<file path="config.mk">
export PLATFORM = sky130hd
export DESIGN_NAME = wt_digit_codec_flat
export DESIGN_NICKNAME = d
export VERILOG_FILES = /design/src/rtl/wt_digit_codec_if.sv /design/src/rtl/wt_digit_codec.sv /design/src/flat_wrapper.sv
export SDC_FILE = /design/constraint.sdc
export NUM_CORES = 1
export LEC_CHECK = 0
export BUFFER_PORTS_ARGS = -buffer_cell sky130_fd_sc_hd__buf_2
export CAP_MARGIN = 20
export CELL_PAD_IN_SITES_DETAIL_PLACEMENT = 0
export CELL_PAD_IN_SITES_GLOBAL_PLACEMENT = 1
export CORE_MARGIN = 2
export CORE_UTILIZATION = 40
export DETAILED_ROUTE_END_ITERATION = 8
export GPL_TIMING_DRIVEN = 0
export PLACE_DENSITY_LB_ADDON = 0.15
export SLEW_MARGIN = 20
export SYNTH_ARGS = -nofsm -noshare
export SYNTH_HDL_FRONTEND = slang
export SYNTH_SLANG_ARGS = --single-unit
</file>
<file path="constraint.sdc">
create_clock -name CLK -period 1 [get_ports CLK]
set_input_delay 0.2 -clock CLK [delete_from_list [all_inputs] [get_ports CLK]]
set_output_delay 0.2 -clock CLK [all_outputs]
set_load 0.01 [all_outputs]
</file>
<file path="src/rtl/wt_digit_codec_if.sv">
// Load strobe, input value and digit-code outputs of one wt_digit_codec field.
interface wt_digit_codec_if;
    logic       EN;
    logic [6:0] VAL;
    logic [7:0] TENS;
    logic [7:0] ONES;
    logic [7:0] TENS_ASC;
    logic [7:0] ONES_ASC;
    logic [7:0] TENS_SEG;
    logic [7:0] ONES_SEG;
    logic       OVR;
    logic       VALID;

    modport master (
        output EN, VAL,
        input  TENS, ONES, TENS_ASC, ONES_ASC, TENS_SEG, ONES_SEG, OVR, VALID
    );

    modport slave (
        input  EN, VAL,
        output TENS, ONES, TENS_ASC, ONES_ASC, TENS_SEG, ONES_SEG, OVR, VALID
    );
endinterface

</file>
<file path="src/rtl/wt_digit_codec.sv">
// Registered binary (0..99, clamped above) to tens/ones digit converter producing
// binary, ASCII and 7-segment codes for one clock/calendar display field.
module wt_digit_codec #(
    parameter bit LEADING_BLANK  = 1'b0,
    parameter bit SEG_ACTIVE_LOW = 1'b1
) (
    input  logic              CLK,
    input  logic              RESET,
    wt_digit_codec_if.slave   bus
);

    localparam logic [7:0] SEG_MASK = SEG_ACTIVE_LOW ? 8'hFF : 8'h00;

    function automatic logic [7:0] seg_encode(input logic [3:0] digit);
        logic [7:0] pat;
        case (digit)
            4'd0:    pat = 8'h3F;
            4'd1:    pat = 8'h06;
            4'd2:    pat = 8'h5B;
            4'd3:    pat = 8'h4F;
            4'd4:    pat = 8'h66;
            4'd5:    pat = 8'h6D;
            4'd6:    pat = 8'h7D;
            4'd7:    pat = 8'h07;
            4'd8:    pat = 8'h7F;
            4'd9:    pat = 8'h6F;
            default: pat = 8'h00;
        endcase
        return pat ^ SEG_MASK;
    endfunction

    logic [6:0] val_clamped_s;
    logic [6:0] rem_s;
    logic [3:0] tens_s;
    logic       blank_s;
    logic       ovr_s;

    logic [7:0] tens_d, ones_d, tens_asc_d, ones_asc_d, tens_seg_d, ones_seg_d;
    logic [7:0] tens_q, ones_q, tens_asc_q, ones_asc_q, tens_seg_q, ones_seg_q;
    logic       ovr_d, valid_d;
    logic       ovr_q, valid_q;

    // Clamp and split into digits; the subtract chain is fully unrolled (single cycle).
    always_comb begin
        ovr_s         = (bus.VAL > 7'd99);
        val_clamped_s = ovr_s ? 7'd99 : bus.VAL;
        rem_s         = val_clamped_s;
        tens_s        = 4'd0;
        for (int k = 0; k < 9; k++) begin
            if (rem_s >= 7'd10) begin
                rem_s  = rem_s - 7'd10;
                tens_s = tens_s + 4'd1;
            end else begin
                rem_s  = rem_s;
                tens_s = tens_s;
            end
        end
        blank_s = LEADING_BLANK && (tens_s == 4'd0);
    end

    // Next-state: load all codes on EN, otherwise hold; VALID pulses for one cycle.
    always_comb begin
        tens_d     = tens_q;
        ones_d     = ones_q;
        tens_asc_d = tens_asc_q;
        ones_asc_d = ones_asc_q;
        tens_seg_d = tens_seg_q;
        ones_seg_d = ones_seg_q;
        ovr_d      = ovr_q;
        valid_d    = 1'b0;
        if (bus.EN) begin
            tens_d     = {4'd0, tens_s};
            ones_d     = {1'b0, rem_s};
            tens_asc_d = blank_s ? 8'h20 : (8'h30 + {4'd0, tens_s});
            ones_asc_d = 8'h30 + {1'b0, rem_s};
            tens_seg_d = blank_s ? SEG_MASK : seg_encode(tens_s);
            ones_seg_d = seg_encode(rem_s[3:0]);
            ovr_d      = ovr_s;
            valid_d    = 1'b1;
        end else begin
            valid_d    = 1'b0;
        end
    end

    // Output registers; reset shows an unblanked "00".
    always_ff @(posedge CLK or posedge RESET) begin
        if (RESET) begin
            tens_q     <= 8'd0;
            ones_q     <= 8'd0;
            tens_asc_q <= 8'h30;
            ones_asc_q <= 8'h30;
            tens_seg_q <= 8'h3F ^ SEG_MASK;
            ones_seg_q <= 8'h3F ^ SEG_MASK;
            ovr_q      <= 1'b0;
            valid_q    <= 1'b0;
        end else begin
            tens_q     <= tens_d;
            ones_q     <= ones_d;
            tens_asc_q <= tens_asc_d;
            ones_asc_q <= ones_asc_d;
            tens_seg_q <= tens_seg_d;
            ones_seg_q <= ones_seg_d;
            ovr_q      <= ovr_d;
            valid_q    <= valid_d;
        end
    end

    assign bus.TENS     = tens_q;
    assign bus.ONES     = ones_q;
    assign bus.TENS_ASC = tens_asc_q;
    assign bus.ONES_ASC = ones_asc_q;
    assign bus.TENS_SEG = tens_seg_q;
    assign bus.ONES_SEG = ones_seg_q;
    assign bus.OVR      = ovr_q;
    assign bus.VALID    = valid_q;

endmodule

</file>
<file path="src/flat_wrapper.sv">
// flat-port wrapper written by rule: the top's interface ports become plain ports
module wt_digit_codec_flat 
#(
    parameter bit LEADING_BLANK  = 1'b0,
    parameter bit SEG_ACTIVE_LOW = 1'b1
)
  (CLK, RESET, bus_EN, bus_VAL, bus_TENS, bus_ONES, bus_TENS_ASC, bus_ONES_ASC, bus_TENS_SEG, bus_ONES_SEG, bus_OVR, bus_VALID);
  wt_digit_codec_if bus_i ();
  input  logic CLK;
  input  logic RESET;
  input wire logic [$bits(bus_i.EN)-1:0] bus_EN;
  input wire logic [$bits(bus_i.VAL)-1:0] bus_VAL;
  output wire logic [$bits(bus_i.TENS)-1:0] bus_TENS;
  output wire logic [$bits(bus_i.ONES)-1:0] bus_ONES;
  output wire logic [$bits(bus_i.TENS_ASC)-1:0] bus_TENS_ASC;
  output wire logic [$bits(bus_i.ONES_ASC)-1:0] bus_ONES_ASC;
  output wire logic [$bits(bus_i.TENS_SEG)-1:0] bus_TENS_SEG;
  output wire logic [$bits(bus_i.ONES_SEG)-1:0] bus_ONES_SEG;
  output wire logic [$bits(bus_i.OVR)-1:0] bus_OVR;
  output wire logic [$bits(bus_i.VALID)-1:0] bus_VALID;
  assign bus_i.EN = bus_EN;
  assign bus_i.VAL = bus_VAL;
  assign bus_TENS = bus_i.TENS;
  assign bus_ONES = bus_i.ONES;
  assign bus_TENS_ASC = bus_i.TENS_ASC;
  assign bus_ONES_ASC = bus_i.ONES_ASC;
  assign bus_TENS_SEG = bus_i.TENS_SEG;
  assign bus_ONES_SEG = bus_i.ONES_SEG;
  assign bus_OVR = bus_i.OVR;
  assign bus_VALID = bus_i.VALID;
  wt_digit_codec #(.LEADING_BLANK(LEADING_BLANK), .SEG_ACTIVE_LOW(SEG_ACTIVE_LOW)) u_core (.CLK(CLK), .RESET(RESET), .bus(bus_i));
endmodule
</file>
# Yosys cells after proc, flatten, opt, wreduce, memory -nomap -nowiden
# Memory sizes are Yosys's and may differ from the RTL's.
# Index checks and enable logic that the tools add are counted.
[word_totals]
wordCells = 63
input_bits = 10
rom_bits = 224
mem_count = 2
register_bits = 45
out_inout_bits = 50
[memory_table]
columns = ["memory", "words", "width", "rd", "rd_clocked_by_memory_dff", "wr", "line", "source"]
rows = [
  ["(no name shown)", 16, 7, 1, 0, 0, "wt_digit_codec.sv:16", "case (digit)"],
  ["(no name shown)", 16, 7, 1, 0, 0, "wt_digit_codec.sv:16", ""],
]
[classes]
mux = 22
order_cmp = 10
addsub = 19
bitwise = 2
[ops]
columns = ["op", "count"]
rows = [
  ["2-to-1 mux 7 bit", 10],
  ["greater-or-equal comparator 7 x 4 -> 1 bit (second input constant)", 9],
  ["subtractor 7 x 4 -> 7 bit (second input constant)", 9],
  ["2-to-1 mux 4 bit", 8],
  ["adder 4 x 1 -> 4 bit (second input constant)", 7],
  ["2-to-1 mux 8 bit", 2],
  ["inverter 8 bit", 2],
  ["adder 6 x 7 -> 8 bit (first input constant)", 1],
  ["adder 6 x 4 -> 7 bit (first input constant)", 1],
  ["> comparator 7 bit (second input constant)", 1],
  ["adder 1 x 1 -> 2 bit (second input constant)", 1],
  ["2-to-1 mux 1 bit", 2],
]

# Longest topological paths before layout
# An unclocked memory read counts as a cell.
[logic_depth]
depth_word = 23
depth_mapped = 72
ltp_nobuf = 68

# Least setup slack after synthesis
# OpenSTA, ideal clock, no wires.
[synth_path]
path_kind = "input-to-reg"
start = "in bus_VAL[3]"
end = "reg u_core.tens_seg_q[3], in the netlist u_core.bus.TENS_SEG[3]"
stages = 66
required_ns = 0.922
arrival_time_ns = 12.045
setup_ns = 0.078
n_path_buf = 5
slack_ns = -11.123
path_cell_list = "buf_2 > o311a_1 > nor2_1 > inv_1 > ha_1 > nor2b_1 > o21a_1 > o21ai_0 > and2_1 > clkbuf_1 > ha_1 > clkbuf_1 > o31ai_1 > nand2_4 > nand3_1 > o311ai_4 > a41oi_2 > a21oi_2 > (+30 left out) > mux2i_1 > o31ai_2 > a2111oi_4 > buf_2 > nand2_1 > o21ai_0 > inv_1 > ha_1 > and2_1 > o21a_1 > or2_1 > buf_6 > xnor2_2 > inv_1 > ha_1 > inv_1 > o2111a_1 > o2bb2ai_1"
[synth_between]
elab_chain_cells = 23
elab_cells_between_ends = 47
cone_classes = "16 x add/sub; 10 x order compare; 19 x mux; 1 x bitwise; 1 x memory"
[synth_lines]
columns = ["element", "line", "source"]
rows = [
  ["from (decl)", "flat_wrapper.sv:12", "input wire logic [$bits(bus_i.VAL)-1:0] bus_VAL;"],
  ["> comparator 7 bit", "wt_digit_codec.sv:45", "ovr_s = (bus.VAL > 7'd99);"],
  ["2-to-1 mux 7 bit (*)", "wt_digit_codec.sv:46", "val_clamped_s = ovr_s ? 7'd99 : bus.VAL;"],
  ["subtractor 7 x 4 -> 7 bit / greater-or-equal comparator 7 x 4 -> 1 bit (equally long branches)", "wt_digit_codec.sv:51, wt_digit_codec.sv:50", ""],
  ["2-to-1 mux 7 bit / 2-to-1 mux 1 bit (equally long branches)", "wt_digit_codec.sv:50", "if (rem_s >= 7'd10) begin"],
  ["subtractor 7 x 4 -> 7 bit, or another cell as far along", "wt_digit_codec.sv:51", "rem_s = rem_s - 7'd10;"],
  ["2-to-1 mux 7 bit / 2-to-1 mux 4 bit (equally long branches)", "wt_digit_codec.sv:50", ""],
  ["subtractor 7 x 4 -> 7 bit, or another cell as far along", "wt_digit_codec.sv:51", ""],
  ["2-to-1 mux 7 bit / 2-to-1 mux 4 bit (equally long branches)", "wt_digit_codec.sv:50", ""],
  ["(+8 left out)", "-", ""],
  ["subtractor 7 x 4 -> 7 bit, or another cell as far along", "wt_digit_codec.sv:51", ""],
  ["2-to-1 mux 7 bit / 2-to-1 mux 4 bit (equally long branches)", "wt_digit_codec.sv:50", ""],
  ["greater-or-equal comparator 7 x 4 -> 1 bit / adder 4 x 1 -> 4 bit (equally long branches)", "wt_digit_codec.sv:50, wt_digit_codec.sv:52", ""],
  ["2-to-1 mux 4 bit (*)", "wt_digit_codec.sv:50", ""],
  ["via u_core.tens_s[0]", "wt_digit_codec.sv:34", "logic [3:0] tens_s;"],
  ["memory (16 x 7 bit) (*)", "-", ""],
  ["2-to-1 mux 8 bit (*)", "wt_digit_codec.sv:71", "if (bus.EN) begin"],
  ["inverter 8 bit (no source line) (*)", "-", ""],
  ["to (signal assigned)", "wt_digit_codec.sv:92", "tens_seg_q <= 8'h3F ^ SEG_MASK;"],
  ["to (signal assigned)", "wt_digit_codec.sv:101", "tens_seg_q <= tens_seg_d;"],
  ["to (decl)", "wt_digit_codec.sv:39", "logic [7:0] tens_q, ones_q, tens_asc_q, ones_asc_q, tens_seg_q, ones_seg_q;"],
]
# The timed path passes the listed nets; every way through them passes the cells marked *. The select of a mux whose other input is x is not followed.
# A chain may end at the register's enable or synchronous reset.

# Final worst setup path
[layout_path]
start = "in bus_VAL[3]"
end = "reg u_core.ones_seg_q[5], in the netlist u_core.bus.ONES_SEG[5]"
[layout_between]
elab_chain_cells = 23
elab_cells_between_ends = 32
cone_classes = "9 x add/sub; 10 x order compare; 11 x mux; 1 x bitwise; 1 x memory"
[layout_lines]
columns = ["element", "line", "source"]
rows = [
  ["> comparator 7 bit", "wt_digit_codec.sv:45", ""],
  ["2-to-1 mux 7 bit (*)", "wt_digit_codec.sv:46", ""],
  ["subtractor 7 x 4 -> 7 bit / greater-or-equal comparator 7 x 4 -> 1 bit (equally long branches)", "wt_digit_codec.sv:51, wt_digit_codec.sv:50", ""],
  ["2-to-1 mux 7 bit (*)", "wt_digit_codec.sv:50", ""],
  ["subtractor 7 x 4 -> 7 bit / greater-or-equal comparator 7 x 4 -> 1 bit (equally long branches)", "wt_digit_codec.sv:51, wt_digit_codec.sv:50", ""],
  ["2-to-1 mux 7 bit (*)", "wt_digit_codec.sv:50", ""],
  ["subtractor 7 x 4 -> 7 bit / greater-or-equal comparator 7 x 4 -> 1 bit (equally long branches)", "wt_digit_codec.sv:51, wt_digit_codec.sv:50", ""],
  ["2-to-1 mux 7 bit (*)", "wt_digit_codec.sv:50", ""],
  ["(+7 left out)", "-", ""],
  ["2-to-1 mux 7 bit (*)", "wt_digit_codec.sv:50", ""],
  ["subtractor 7 x 4 -> 7 bit / greater-or-equal comparator 7 x 4 -> 1 bit (equally long branches)", "wt_digit_codec.sv:51, wt_digit_codec.sv:50", ""],
  ["2-to-1 mux 7 bit (*)", "wt_digit_codec.sv:50", ""],
  ["subtractor 7 x 4 -> 7 bit / greater-or-equal comparator 7 x 4 -> 1 bit (equally long branches)", "wt_digit_codec.sv:51, wt_digit_codec.sv:50", ""],
  ["2-to-1 mux 7 bit (*)", "wt_digit_codec.sv:50", ""],
  ["memory (16 x 7 bit) (*)", "-", ""],
  ["2-to-1 mux 8 bit (*)", "wt_digit_codec.sv:71", ""],
  ["inverter 8 bit (no source line) (*)", "-", ""],
  ["to (signal assigned)", "wt_digit_codec.sv:93", "ones_seg_q <= 8'h3F ^ SEG_MASK;"],
  ["to (signal assigned)", "wt_digit_codec.sv:102", "ones_seg_q <= ones_seg_d;"],
  ["to (decl)", "wt_digit_codec.sv:39", ""],
]
# Every way passes the cells marked *; elsewhere a longest branch is shown, timed or not. The select of a mux whose other input is x is not followed.

==> results.py <==
metrics = {
    "floorplanning": {
        "rows": 40,
        "dieArea_sq_um": 13200,
        "coreArea_sq_um": 12000,
        "die_h_microns": 115,
        "die_w_microns": 115,
        "start_util_pct": 41.1,
        "ios": 60,
    },
    "clock_tree": {
        "cts_tree": "built",
        "root_buffer": "clkbuf_16",
        "clock_latency_ns": 0.28,
        "cts_sinks": 31,
        "cts.clk_slew.worst_paths_ns": 0.05,
        "clk_path_buf_depth": 2,
        "cts-htree-levels": 2,
        "cts_buffers": 5,
    },
    "timing": {
        "hold_ws_ns": 0.00950,
        "min_period_ns": 10.73,
        "max-slew-margin-rel_pct": 47.9,
        "finalSetupViolations": 55,
        "rsz0062_at_grt": "yes",
        "finalHoldViolations": 0,
        "max_freq_mhz": 93.2,
        "post-route-period-util_pct": 1070,
        "worst_pin_slew_ns": 0.779,
        "slew_viol_final": 0,
        "layout_setup_ws_ns": -9.73,
        "fin_skew_ns": 0,
    },
    "place": {
        "dp_slack_ns": -11.63,
        "place_hpwl_mm": 10.5,
        "placed_cells": 806,
        "portBuffers": 47,
        "place_congestion": 0.844,
    },
    "detailed_routing": {
        "dr_total_vias": 5584,
        "wl_mm": 17.3,
        "drt_iter0_markers": 386,
        "ant_nets": 0,
        "routedWlPerCell_microns": 17.8,
        "vias_per_cell": 5.75,
        "dr.pass1.iters": 5,
        "drc": 0,
    },
    "cells_and_area": {
        "fin_nets": 859,
        "multi_input_area_sq_um": 4810,
        "seq_area_sq_um": 781,
        "layout-drive-gt1-share_pct": 54.1,
        "num-fill-cells": 918,
        "syn2layout_area_growth_pct": 65.6,
        "final_cells": 971,
        "diodes": 0,
    },
    "setup_path": {
        "critPathCaptureType": "register",
        "crit_path_max_incr_delay_ns": 0.42,
        "critPathMaxFanout": 7,
        "path_depth": 69,
        "crit_path_start_kind": "input port",
        "rr_worst_depth": 2,
        "worst-setup-path-type": "in2reg",
        "cp.required_ns": 1.18,
        "crit_top_cell": "ha_4",
        "cp_top_family": "compound AO/OA/AOI/OAI gates",
        "crit_arrival_ns": 10.91,
        "cpMaxStageDelayCell": "a2111oi_4",
        "critPathBufInv": 14,
    },
    "synthesis": {
        "synth-compound-area-share_pct": 35.2,
        "synth_fa_ha_area_share_pct": 6.59,
        "synthFlopType": "dfrtp_1",
        "syn_area_sq_um": 4940,
        "synth_xor_area_share_pct": 6.97,
        "syn_avg_cell_area_sq_um": 8.19,
        "synth_cell_types": 106,
        "yosysSeqAreaShare_pct": 15.8,
        "synth_top_area_share_pct": 13.7,
        "synth_mux_area_share_pct": 4.89,
        "synth_common_cells": "nand2_1, nor2_1, o21ai_0",
        "yosys_warnings": 0,
        "async_flop_share_pct": 100,
        "ys_seq_elements": 31,
        "netlist_instances": 603,
        "yosysTopAreaCell": "dfrtp_1",
        "yosysMostFrequentCell": "nand2_1",
        "synthSimpleGateAreaFrac_pct": 22.6,
        "synth_edf_count": 0,
        "synth_top_family_by_area": "compound AO/OA/AOI/OAI gates",
        "synthTopCellsByArea": "dfrtp_1, ha_1, nand2_1",
    },
    "job": {
        "maxCapViolations": 0,
    },
    "grt": {
        "grt_pass1_vias": 5360,
        "track_usage_pct": 24.9,
        "gr-total-overflow": 0,
        "grt_max_degree": 32,
        "antenna_found_initial": 0,
        "grt_pass1_wl_mm": 26.7,
    },
    "run_status": {
        "violations": "setup timing",
        "status": "finished with violations",
    },
    "hold_path": {
        "hp-class": "in2async",
    },
}
==> layout by cell type (no fill, tap or decap), drive strengths merged, types with 5 or more instances in the layout <==
| master | instances |
|---|---|
| nand2b | 5 |
| or3 | 5 |
| clkbuf | 14 |
| a31oi | 5 |
| mux2 | 12 |
| a221oi | 5 |
| o21ai | 41 |
| o22ai | 11 |
| conb | 11 |
| inv | 30 |
| o31ai | 14 |
| a21o | 5 |
| ha | 26 |
| a21oi | 36 |
| and2 | 19 |
| nor3 | 12 |
| a211o | 5 |
| and3 | 6 |
| nor4 | 6 |
| o211ai | 11 |
| a32oi | 5 |
| buf | 236 |
| nand2 | 62 |
| a211oi | 14 |
| nand3 | 19 |
| nor2 | 43 |
| or2 | 8 |
| o21a | 6 |
| dfrtp | 27 |
| xnor2 | 18 |
| mux2i | 10 |
| xor2 | 14 |
| nor2b | 8 |
==> routing by layer <==
metal | global-route usage [%] | part of all wire, % | up-vias
met5 | 0 | 0 | -
met4 | 9.64 | 2.3 | 0
met3 | 1.90 | 3.6 | 37
met2 | 44.3 | 52 | 180
met1 | 31.4 | 42 | 2696
li1 | - | - | 2671
==> layout make-up <==
| cell class | instances | area share, % |
|---|---|---|
| buffer | 40 | 4.79 |
| clock buffer | 6 | 1.70 |
| clock inverter | 2 | 0.429 |
| inverter | 31 | 1.56 |
| multi-input combinational | 510 | 58.9 |
| sequential | 31 | 9.55 |
| tap | 147 | 2.25 |
| timing repair buffer | 204 | 20.9 |
==> kinds of logic after synthesis <==
| family | after synthesis |
|---|---|
| adder cells (fa/ha/maj) | 26 |
| AO/OA/AOI/OAI | 209 |
| XOR/XNOR | 33 |
| AND/OR/NAND/NOR | 209 |
| flip-flops | 31 |
| buffers and inverters | 72 |
| multiplexers | 21 |
| other | 2 |
==> registers in the layout, indices dropped and copies added, names as in the netlist <==
register / count
u_core.bus.TENS_ASC: 4
u_core.bus.ONES: 3
u_core.bus.VALID: 1
u_core.bus.TENS_SEG: 7
u_core.bus.ONES_ASC: 8
u_core.bus.OVR: 1
u_core.bus.ONES_SEG: 7
==> through the flow <==
stage / utilization, % / setup TNS, ns / instance area, sq um
after floorplan: - / -266.12 / 5290
final: 68.1 / -267.38 / 8180
after global placement: 47.5 / -321.71 / 5710
after detailed placement: 47.5 / -314.68 / 5710
after CTS: 62.7 / -263.04 / 7530
after global routing: 68.1 / -279.98 / 8180
==> what timing repair did <==
action,CTS,global route
hold buffers,0,0
gates cloned,2,0
gates resized for setup,144,74
buffers inserted,121,46
pin swaps,57,61
endpoints found under the setup margin,57,68
==> final timing paths <==
path	from	end	slack, ns
setup / recovery	bus_VAL[3]	u_core.bus.ONES_SEG[5]	-9.73
hold / removal	RESET	u_core.bus.TENS_SEG[4]	0.01
setup reg to reg	u_core.bus.TENS_ASC[0]	u_core.bus.TENS_ASC[0]	0.08
hold reg to reg	u_core.bus.TENS_SEG[6]	u_core.bus.TENS_SEG[6]	0.49
max in group asynchronous	RESET	u_core.bus.VALID	0.57
min in group CLK	bus_EN	u_core.bus.VALID	0.04
Power is left out: the tool's default activity adds up to more than one toggle a clock period on the data nets, which glitch-free logic cannot reach.
